--- config.mk ---
export PLATFORM = sky130hd
export DESIGN_NAME = wb_slave_decoder
export DESIGN_NICKNAME = d
export VERILOG_FILES = /design/src/rtl/wb_dec_pkg.sv /design/src/rtl/wb_watchdog.sv /design/src/rtl/wb_slave_decoder.sv
export SDC_FILE = /design/constraint.sdc
export NUM_CORES = 1
export LEC_CHECK = 0
export CAP_MARGIN = 30
export CELL_PAD_IN_SITES_DETAIL_PLACEMENT = 2
export CELL_PAD_IN_SITES_GLOBAL_PLACEMENT = 2
export CORE_MARGIN = 4
export CORE_UTILIZATION = 16
export DETAILED_ROUTE_END_ITERATION = 8
export MAX_ROUTING_LAYER = met4
export PLACE_DENSITY = 0.79
export SYNTH_ARGS = -nofsm -noshare
export SYNTH_HDL_FRONTEND = slang
export SYNTH_HIERARCHICAL = 1
export SYNTH_SLANG_ARGS = --single-unit
--- constraint.sdc ---
create_clock -name CLK -period 2.6 [get_ports CLK]
set_input_delay 0.52 -clock CLK [delete_from_list [all_inputs] [get_ports CLK]]
set_output_delay 0.52 -clock CLK [all_outputs]
set_load 0.01 [all_outputs]
--- src/rtl/wb_dec_pkg.sv ---
// Shared encodings and the address-field decoder for the Wishbone slave decoder.
package wb_dec_pkg;

    typedef enum logic [1:0] {
        IDLE   = 2'd0,
        ACTIVE = 2'd1,
        FAULT  = 2'd2,
        HOLD   = 2'd3
    } state_t;

    localparam int NSLV = 4;

    // Returns {hit, index}. Checked from slave 3 down so the lowest index wins on collisions.
    function automatic logic [2:0] dec_slave(input logic [31:0] fld,
                                             input logic [31:0] b0,
                                             input logic [31:0] b1,
                                             input logic [31:0] b2,
                                             input logic [31:0] b3);
        logic [2:0] r;
        r = 3'b000;
        if (fld == b3) r = {1'b1, 2'd3};
        if (fld == b2) r = {1'b1, 2'd2};
        if (fld == b1) r = {1'b1, 2'd1};
        if (fld == b0) r = {1'b1, 2'd0};
        return r;
    endfunction

endpackage

--- src/rtl/wb_watchdog.sv ---
// Saturating stall counter; expire fires on the run cycle that completes TIMEOUT stalled cycles.
module wb_watchdog #(
    parameter int TW      = 5,
    parameter int TIMEOUT = 16
) (
    input  logic CLK,
    input  logic RST,
    input  logic run,
    input  logic clr,
    output logic expire
);

    localparam logic [TW-1:0] LAST = TW'(TIMEOUT - 1);

    logic [TW-1:0] cnt;

    always_ff @(posedge CLK) begin
        if (RST || clr)
            cnt <= '0;
        else if (run && cnt != '1)
            cnt <= cnt + TW'(1);
    end

    assign expire = run && (cnt == LAST);

endmodule

--- src/rtl/wb_slave_decoder.sv ---
// Routes the granted master onto one of four Wishbone slaves, latching the select per CYC.
module wb_slave_decoder
    import wb_dec_pkg::*;
#(
    parameter int AW      = 32,
    parameter int DEC_MSB = 31,
    parameter int DEC_LSB = 28,
    parameter logic [DEC_MSB-DEC_LSB:0] S0_BASE = 4'h0,
    parameter logic [DEC_MSB-DEC_LSB:0] S1_BASE = 4'h1,
    parameter logic [DEC_MSB-DEC_LSB:0] S2_BASE = 4'h2,
    parameter logic [DEC_MSB-DEC_LSB:0] S3_BASE = 4'h3,
    parameter int TIMEOUT = 16,
    parameter int TW      = 5
) (
    input  logic            CLK,
    input  logic            RST,
    input  logic            CYC,
    input  logic            STB,
    input  logic [AW-1:0]   ADR,
    input  logic [NSLV-1:0] ACK_I,
    input  logic [NSLV-1:0] ERR_I,
    output logic [NSLV-1:0] STB_O,
    output logic            ACK,
    output logic            ERR,
    output logic [1:0]      SSEL,
    output logic            BUSY,
    output logic            TOUT
);

    state_t          state, state_n;
    logic [1:0]      ssel_q, ssel_n;
    logic [2:0]      dec;
    logic            run, expire;
    logic [NSLV-1:0] stb_o;
    logic            ack, err, tout;
    logic            unused_adr;

    assign unused_adr = ^ADR;

    assign dec = dec_slave(32'(ADR[DEC_MSB:DEC_LSB]), 32'(S0_BASE), 32'(S1_BASE),
                           32'(S2_BASE), 32'(S3_BASE));

    // A CYC drop outranks expiry so a released bus never sees a stray ERR.
    assign run = (state == ACTIVE) && CYC && STB && !ACK_I[ssel_q] && !ERR_I[ssel_q];

    wb_watchdog #(.TW(TW), .TIMEOUT(TIMEOUT)) u_wdog (
        .CLK    (CLK),
        .RST    (RST),
        .run    (run),
        .clr    (!run),
        .expire (expire)
    );

    always_ff @(posedge CLK) begin
        if (RST) begin
            state  <= IDLE;
            ssel_q <= 2'd0;
        end else begin
            state  <= state_n;
            ssel_q <= ssel_n;
        end
    end

    always_comb begin
        state_n = state;
        ssel_n  = ssel_q;
        stb_o   = '0;
        ack     = 1'b0;
        err     = 1'b0;
        tout    = 1'b0;
        case (state)
            IDLE: begin
                if (CYC && STB) begin
                    if (dec[2]) begin
                        ssel_n  = dec[1:0];
                        state_n = ACTIVE;
                    end else begin
                        state_n = FAULT;
                    end
                end
            end
            ACTIVE: begin
                stb_o[ssel_q] = STB;
                ack           = ACK_I[ssel_q] && STB;
                err           = ERR_I[ssel_q] && STB;
                if (!CYC) begin
                    state_n = IDLE;
                end else if (expire) begin
                    tout    = 1'b1;
                    state_n = FAULT;
                end
            end
            FAULT: begin
                err     = 1'b1;
                state_n = CYC ? HOLD : IDLE;
            end
            HOLD: begin
                if (!CYC) state_n = IDLE;
            end
            default: state_n = IDLE;
        endcase
    end

    assign STB_O = stb_o;
    assign ACK   = ack;
    assign ERR   = err;
    assign TOUT  = tout;
    assign SSEL  = ssel_q;
    assign BUSY  = (state != IDLE);

endmodule

=== After elaboration in Yosys (flattened, before gate mapping) ===
Cells that the tools add are included.

* Memories kept: 0
* Output and inout bits: 10
* Bits in writable memories: 0
* Input bits: 44
* Bits in read-only memories: 0
* Flip-flop bits (word level): 9
* Bits in latches: 0
* Word-level logic and storage cells: 60

* Divide/modulo/power cells: 0
* Equality and inequality tests: 11
* Bitwise gates (word level): 1
* Add/subtract/negate cells: 1
* Muxes and demuxes: 23
* Reduce and logical (&&, ||, !) cells: 19
* Shifts and indexed selects: 0
* Multipliers: 0
* Order comparisons: 2

{| class="wikitable"
|+ Operators by type and width
! cell !! count
|-
| two-way mux 2 bit || 6
|-
| two-way mux 3 bit || 4
|-
| logical AND 1 bit || 10
|-
| == test 4 x 2 -> 1 bit, second input constant || 2
|-
| case mux 2 bit (4 select lines) || 1
|-
| two-way mux 1 bit || 7
|-
| AND reduction 3 bit || 2
|-
| adder 5 x 1 -> 5 bit, second input constant || 1
|-
| == test 5 x 4 -> 1 bit, second input constant || 1
|-
| != test 5 bit, second input constant || 1
|-
| AND 4 bit || 1
|-
| binary-select mux 1 bit (select 2 bit) || 2
|-
| == test 2 bit, second input constant || 2
|-
| == test 4 x 1 -> 1 bit, second input constant || 1
|-
| logical NOT 4 bit || 1
|-
| two-way mux 4 bit || 1
|-
| != test 2 bit, second input constant || 2
|-
| logical NOT 1 bit || 3
|-
| < comparator 2 x 3 -> 1 bit, second input constant || 1
|-
| != test 3 bit, second input constant || 1
|-
| demux 1 bit (select 2 bit) || 1
|-
| == test 2 x 1 -> 1 bit, second input constant || 1
|-
| >= comparator 2 x 1 -> 1 bit, second input constant || 1
|-
| logical NOT 2 bit || 1
|-
| other kinds (3) || 3
|}

=== Depth between registers and ports, before layout ===
Gate-level depths: netlist (run 1).

* Depth in word-level cells: 9
* Depth in mapped cells: 10
* Gate-level depth less buffers: 10

=== Cells and area by module ===
Netlist (run 1), hierarchy kept.

{| class="wikitable"
|+ Modules (own cells, without submodules)
! module !! sequential area each (um2) !! cells each !! area an instance (um2) !! times used
|-
| wb_slave_decoder || 80.1 || 46 || 397.9 || 1
|-
| wb_watchdog || 100.1 || 28 || 254.0 || 1
|}

=== Worst setup path after synthesis (run 1) ===
Ideal clock, no wire load.

* Path type: flip-flop to flip-flop
* From: register ssel_q[0], in the netlist SSEL[0]
* To: register state[0]
* Data required time: 2513 ps
* Library setup time: 87 ps
* Cell stages (with the launch flop): 9
* Setup slack: 181 ps
* Clock period less this slack: 2419 ps
* Buffers on the path: 0
* Arrival: 2332 ps
* Path through: dfxtp_1 > mux4_2 > or3_4 > inv_2 > and2_1 > nor2b_1 > o21a_1 > or4_1 > o31ai_1

* Cells in the longest elaborated chain, start to end: 8
* Elaborated cells on any way between the ends: 11
* Classes of those cells: 1 x eq/ne; 4 x mux; 6 x reduce/logical

{| class="wikitable"
|+ Ends and longest elaborated chain
! element !! line !! text
|-
| start, declared || wb_slave_decoder.sv:31 || <nowiki>logic [1:0] ssel_q, ssel_n;</nowiki>
|-
| start signal, assigned || wb_slave_decoder.sv:60 || <nowiki>ssel_q <= ssel_n;</nowiki>
|-
| binary-select mux 1 bit (select 2 bit) || wb_slave_decoder.sv:44 || <nowiki>assign run = (state == ACTIVE) && CYC && STB && !ACK_I[ssel_q] && !ERR_I[ssel_q];</nowiki>
|-
| two-way mux 1 bit (implied by the code) || wb_slave_decoder.sv:44 ||
|-
| logical NOT 1 bit || wb_slave_decoder.sv:44 ||
|-
| logical AND 1 bit || wb_slave_decoder.sv:44 ||
|-
| logical AND 1 bit (*) || wb_slave_decoder.sv:44 ||
|-
| net run || wb_slave_decoder.sv:33 || <nowiki>logic run, expire;</nowiki>
|-
| logical AND 1 bit (*) || wb_watchdog.sv:24 || <nowiki>assign expire = run && (cnt == LAST);</nowiki>
|-
| net expire || wb_slave_decoder.sv:33 ||
|-
| != test 3 bit (no line) (*) || -- ||
|-
| AND reduction 3 bit (no line) (*) || -- ||
|-
| end signal, assigned || wb_slave_decoder.sv:59 || <nowiki>state <= state_n;</nowiki>
|-
| end, declared || wb_slave_decoder.sv:30 || <nowiki>state_t state, state_n;</nowiki>
|}

Mark *: on every way through the listed nets, which the timed path passes. The rest lies on a longest branch. The select of a mux whose other input is x is not followed.
A chain may end at the register's enable or synchronous reset.

=== Worst setup path after layout (run 1) ===
* From: input ERR_I[0]
* To: output TOUT

* Cells in the longest elaborated chain, start to end: 8

{| class="wikitable"
|+ Ends and longest elaborated chain
! element !! line !! text
|-
| start, declared || wb_slave_decoder.sv:21 || <nowiki>input logic [NSLV-1:0] ERR_I,</nowiki>
|-
| binary-select mux 1 bit (select 2 bit) || wb_slave_decoder.sv:44 ||
|-
| two-way mux 1 bit (implied by the code) || wb_slave_decoder.sv:44 ||
|-
| logical NOT 1 bit || wb_slave_decoder.sv:44 ||
|-
| logical AND 1 bit || wb_slave_decoder.sv:44 ||
|-
| net run || wb_slave_decoder.sv:33 ||
|-
| logical AND 1 bit || wb_watchdog.sv:24 ||
|-
| net expire || wb_slave_decoder.sv:33 ||
|-
| two-way mux 1 bit || wb_slave_decoder.sv:88 || <nowiki>end else if (expire) begin</nowiki>
|-
| two-way mux 1 bit || wb_slave_decoder.sv:86 || <nowiki>if (!CYC) begin</nowiki>
|-
| two-way mux 1 bit || wb_slave_decoder.sv:71 || <nowiki>case (state)</nowiki>
|-
| end, declared || wb_slave_decoder.sv:27 || <nowiki>output logic TOUT</nowiki>
|}

The timed path passes the listed nets, and every way through them passes these cells. The select of a mux whose other input is x is not followed.

==> metrics, run 1 <==
Max Clock Skew ~0.0053 ns; CTS hold repair buffers 0; Max Clock Freq between 300 and 400 MHz; fin. max-slew vios 0; Hold Startpoint u_wdog/cnt[3]; most common cell after layout, fill and taps aside clkdlybuf4s50_1; row count 22; FF-to-FF path depth 8; Nets roughly 160; R2R Path End state[1]; pin count of the biggest net entering global routing 8; Worst Tran Pin Value approximately 0.24 ns; EDFF count, synth 0; Die Ht 71.8 um; Num CTS Buffers 3; top cells by area, synth dfxtp_1 28%, ha_1 15%, nor2_1 5.2%, mux4_1 4.0%, mux4_2 3.5%; Tot Pwr 454 uW; clock latency on the worst-skew pair between 0.2 and 0.25 ns; syn_area_per_cell around 8.8 um^2; Crit Path Category primary input to output pin; clock sinks 9; CORE AREA 3800 um^2; Critical Path, Cell by Cell dlygate4sd2_1 > mux4_2 > or3_4 > inv_4 > and2_4 > and3_4 > buf_6; Syn Std Cell Area 652 um^2; overall routing resource usage under 10%; Via density roughly 4.5; Hold WC Path Type flop to flop; vias 709; clock tree buffer depth 2; WL per Instance between 10 and 15 um; Post-synth ARST share 0%; root buf cell clkbuf_8; Cell variety after synth 32; Overflow after GRT 0; sequential share of the synthesized area between 20% and 30%; Startpoint Class primary input; Yosys top cell area share between 20% and 30%; first-pass GRT wire length around 3900 um; Min-Delay Endpoint u_wdog/cnt[3]; Syn. warnings 6; Top FF cell, synth dfxtp_1; final hold violation count 0; leakage dissipation about 0.45 nW; most frequent cells in the layout 15 x clkdlybuf4s50_1, 9 x nor2_1, 8 x dfxtp_1, 8 x ha_1, 8 x buf_4; Die X 71.8 um; WL final about 2300 um; slowest CP cell mux4_2; Post-Syn Instances 74; Layout fillers 457; largest area contributor in the netlist dfxtp_1; flop2flop setup slack between 0.2 and 0.25 ns; area grow syn2layout 64.7%; final setup fails 0; # DRC 0; DR iter-0 viols 5; htree depth 1; Worst Path Required 2.08 ns; number of port buffers 25; clock period minus final worst setup slack 2.54 ns; CP max FO 2; share of layout cells above drive strength 1 roughly a fifth; Setup TNS 0 ns; Max-slew headroom 83.7%; post-synthesis net count approximately 130; Antenna Cells 0; Top Ports 54; CP Capture Type output pin; initial antenna violation count 0; max cap viols 0; Starting Density 17.2%; post-route ant nets 0; PD cells 423 nW/um^2; Critical Path AT 2.02 ns; Register Area 181 um^2; number of synthesized register bits 9; Max IR drop VDD roughly 120 uV; multi-input logic area 453 um^2; WHS Path Cells 2; dpl hpwl 1850 um; Crit Reg-Reg Startpoint SSEL[0]; CP peak stage delay 0.46 ns; CTS tree built; clock-pin slew on the worst setup and hold paths roughly 0.04 ns; die area between 5000 and 6000 um^2; status completed; DRT Pass-1 Iters 4; gpl congestion 0.738; vias in the first global route approximately 860; final period utilization between 90% and 100%
## cells by family after synthesis
family | share of synthesized area [%]
AOI/OAI and AO/OA | 10.2
xor gates and xnor gates | 2.69
adders and majority gates | 15.4
buffers and inverters | 3.45
DFF | 27.6
muxes | 12.3
and+or+nand+nor | 28.4
## layer usage
metal	part of all wire (%)	GRT usage, %	vias up
met5	0	-	-
met4	0.53	2.71	0
met3	7.3	3.51	2
met2	52	18.2	27
met1	40	9.46	346
li1	-	-	334
## cells in the mapped netlist, types with 2 or more instances
cell type  instances
dfxtp_1            9
nor2_1             9
ha_1               8
inv_1              5
a21oi_1            4
nand2_1            3
nand3_1            3
nor2b_1            3
and3_1             2
mux2i_1            2
nor3_1             2
o21ai_0            2
o31ai_1            2
or4_1              2
## sequential cells by signal (all words and copies together), names as in the netlist
name        flops
SSEL            2
state           2
u_wdog/cnt      5
## worst max path at each step
stage          endpoint     start  cells past startpoint
2_1_floorplan  state[0]   SSEL[0]                      8
3_3_place_gp       TOUT  ERR_I[3]                      7
3_5_place_dp       TOUT  ERR_I[0]                      7
4_1_cts            TOUT  ERR_I[0]                      7
5_1_grt            TOUT  ERR_I[0]                      7
6_report           TOUT  ERR_I[0]                      7
## critical path, delay by kind of cell
kind | cells | cell delay [ns]
simple gates | 3 | 0.65
mux | 1 | 0.46
buf+inv | 3 | 0.39
## report_power, final
part / internal (mW) / switching, mW / total (mW) / leakage [nW]
clock: 0.107 / 0.0587 / 0.166 / 0.0228
sequential: 0.145 / 0.00751 / 0.153 / 0.0733
combinational: 0.0753 / 0.0607 / 0.136 / 0.357
total: 0.328 / 0.127 / 0.454 / 0.453
## per-stage QoR
| step | hold WS [ns] | worst slack [ns] | cell area (um^2) | util, % | instances |
|---|---|---|---|---|---|
| 6_report | 0.504 | 0.0581 | 1070 | 28.3 | 159 |
| 5_1_grt | 0.539 | -0.00155 | 1070 | 28.3 | 159 |
| 3_5_place_dp | 0.493 | -0.653 | 1010 | 26.5 | 153 |
| 3_3_place_gp | 0.467 | -0.624 | 1010 | 26.5 | 153 |
| 2_1_floorplan | 0.452 | 0.181 | 652 | - | 74 |
| 4_1_cts | 0.505 | 0.00531 | 1060 | 27.9 | 158 |
## final cells by class
class | instances | area share (%)
repair buffers | 33 | 28.8
clock buffers | 4 | 4.20
flip-flops and latches | 9 | 16.9
multi-input cells | 59 | 42.2
well taps | 48 | 5.59
inverters | 6 | 2.33
## what timing repair did
action / CTS / global route
setup endpoints to repair: 5 / 2
hold endpoints to repair: 0 / 0
pin swaps: 3 / 1
gates resized for setup: 18 / 5
buffers inserted: 1 / 1
Note: power is estimated with default switching activity, not from simulation.
==> run 2, diff against run 1 <==
--- a/config.mk
+++ b/config.mk
@@ -7,3 +7,3 @@
 export LEC_CHECK = 0
-export CAP_MARGIN = 30
+export CAP_MARGIN = 15
 export CELL_PAD_IN_SITES_DETAIL_PLACEMENT = 2
==> constraint.sdc (replaced) <==
create_clock -name CLK -period 2.6 [get_ports CLK]
set_input_delay 0.26 -clock CLK [delete_from_list [all_inputs] [get_ports CLK]]
set_output_delay 0.26 -clock CLK [all_outputs]
set_load 0.01 [all_outputs]
==> metrics, run 2 (synthesis gave the netlist of run 1 again) <==
status completed (unchanged); clock period minus final worst setup slack 2.44 ns (was 2.54 ns); Setup Buffers After CTS 0 (was 1); fin. max-slew vios 0 (unchanged); CP Capture Type output pin (unchanged); WL per Instance 13.1 um (was 14.2 um); Top Ports 54 (unchanged); Critical Path AT 2.18 ns (was 2.02 ns); dpl hpwl 1720 um (was 1850 um); flop2flop setup slack 0.21 ns (was 0.22 ns); Hold Startpoint u_wdog/cnt[1] (was u_wdog/cnt[3]); row count 22 (unchanged); FF-to-FF path depth 8 (unchanged); Nets 162 (was 164); Setup Slack @ Placement -0.130 ns (was -0.653 ns); clock-pin slew on the worst setup and hold paths 0.05 ns (was 0.04 ns); Tot Pwr 458 uW (was 454 uW); Min-Delay Endpoint u_wdog/cnt[1] (was u_wdog/cnt[3]); die area 5160 um^2 (unchanged); Worst Path Required 2.34 ns (was 2.08 ns); root buf cell clkbuf_8 (unchanged); CP max FO 4 (was 2); pin count of the biggest net entering global routing 8 (unchanged); Layout fillers 440 (was 457); Die Ht 71.8 um (unchanged); met3 wire len 125 um (was 165 um); post-route ant nets 0 (unchanged); Setup TNS 0 ns (unchanged); Antenna Cells 0 (unchanged); # DRC 0 (unchanged); Hold Worst Slack 0.481 ns (was 0.504 ns); Max-slew headroom 83.0% (was 83.7%); number of port buffers 25 (unchanged); Register Area 181 um^2 (unchanged); Top reg by flops u_wdog/cnt (unchanged); Top Metal Used met4 (unchanged); Starting Density 17.2% (unchanged); Num CTS Buffers 3 (unchanged); clock sinks 9 (unchanged); max cap viols 0 (unchanged); overall routing resource usage 8.91% (was 9.77%); CTS tree built (unchanged); Max Clock Freq 410 MHz (was 393 MHz); DR iter-0 viols 11 (was 5); RSZ-0062 raised after global routing no; area grow syn2layout 61.4% (was 64.7%); most frequent cells in the layout 24 x clkdlybuf4s50_1, 9 x nor2_1, 8 x dfxtp_1, 8 x ha_1, 6 x buf_4 (was 15 x clkdlybuf4s50_1, 9 x nor2_1, 8 x dfxtp_1, 8 x ha_1, 8 x buf_4); Overflow after GRT 0 (unchanged); Crit Path Category flop to output pin (was primary input to output pin); multi-input logic area 449 um^2 (was 453 um^2); Post-DP Area 1010 um^2 (unchanged); vias 681 (was 709); utilization after layout 27.7% (was 28.3%); cell count after placement 153 (unchanged); Hold WC Path Type flop to flop (unchanged); PnR worst setup slack 0.164 ns (was 0.0581 ns); CORE AREA 3800 um^2 (unchanged); final period utilization 93.7% (was 97.8%); met2 routed WL 1050 um (was 1180 um); Layout Cells excl Fill 157 (was 159); leakage dissipation 0.422 nW (was 0.453 nW); Via density 4.34 (was 4.46); number of flip-flops in the largest register 5 (unchanged); initial antenna violation count 0 (unchanged); WL met1 845 um (was 899 um); final setup fails 0 (unchanged); DRT Pass-1 Iters 2 (was 4); first-pass GRT wire length 3480 um (was 3880 um); PD cells 435 nW/um^2 (was 423 nW/um^2); gpl congestion 0.705 (was 0.738); WL final 2050 um (was 2260 um); clock tree buffer depth 2 (unchanged); Startpoint Class flop (was primary input); WHS Path Cells 2 (unchanged); most common cell after layout, fill and taps aside clkdlybuf4s50_1 (unchanged); Max IR drop VDD 150 uV (was 122 uV); final hold violation count 0 (unchanged); Crit Reg-Reg Startpoint SSEL[0] (unchanged); R2R Path End state[1] (unchanged); Worst Tran Pin Value 0.255 ns (was 0.244 ns); clock latency on the worst-skew pair 0.24 ns (was 0.23 ns); CTS hold repair buffers 0 (unchanged); htree depth 1 (unchanged); Max Clock Skew 0.00221 ns (was 0.00527 ns); cell area after layout 1050 um^2 (was 1070 um^2); vias in the first global route 789 (was 858); share of layout cells above drive strength 1 14.7% (was 19.8%); Die X 71.8 um (unchanged)
-- run 2: how the worst max path moves through the flow --
| stage | startpoint | end | slack (ns) |
|---|---|---|---|
| floorplan | SSEL[0] | state[0] | 0.18 |
| global placement | ERR_I[3] | TOUT | -0.09 |
| detailed placement | ERR_I[3] | TOUT | -0.13 |
| CTS | SSEL[0] | TOUT | 0.13 |
| global route | SSEL[0] | TOUT | 0.05 |
| finish | SSEL[0] | TOUT | 0.16 |
-- run 2: critical path, stage by stage (launching register included) --
cell,delay [ns]
dfxtp_2,0.37
mux4_2,0.52
or3_4,0.41
inv_2,0.06
and2_1,0.13
and3_1,0.17
dlygate4sd2_1,0.26
-- run 2: layout make-up --
type / count / share of cell area (%)
clock buffer: 4 / 4.28
inverter: 6 / 2.14
multi-input combinational: 59 / 42.7
sequential: 9 / 17.2
tap: 48 / 5.71
timing repair buffer: 31 / 27.9
-- run 2: power breakdown --
part | switching, mW | internal, mW
sequential | 0.00703 | 0.145
clock | 0.0655 | 0.108
combinational | 0.0580 | 0.0747
total | 0.131 | 0.327
-- run 2: what timing repair did --
action	CTS	global route
endpoints found under the setup margin	1	0
hold endpoints to repair	0	0
gates resized for setup	2	0
-- run 2: metal layers --
metal	vias up	track usage, %
li1	331	-
met1	324	9.12
met2	24	15.7
met3	2	2.66
met4	0	3.76
met5	-	-
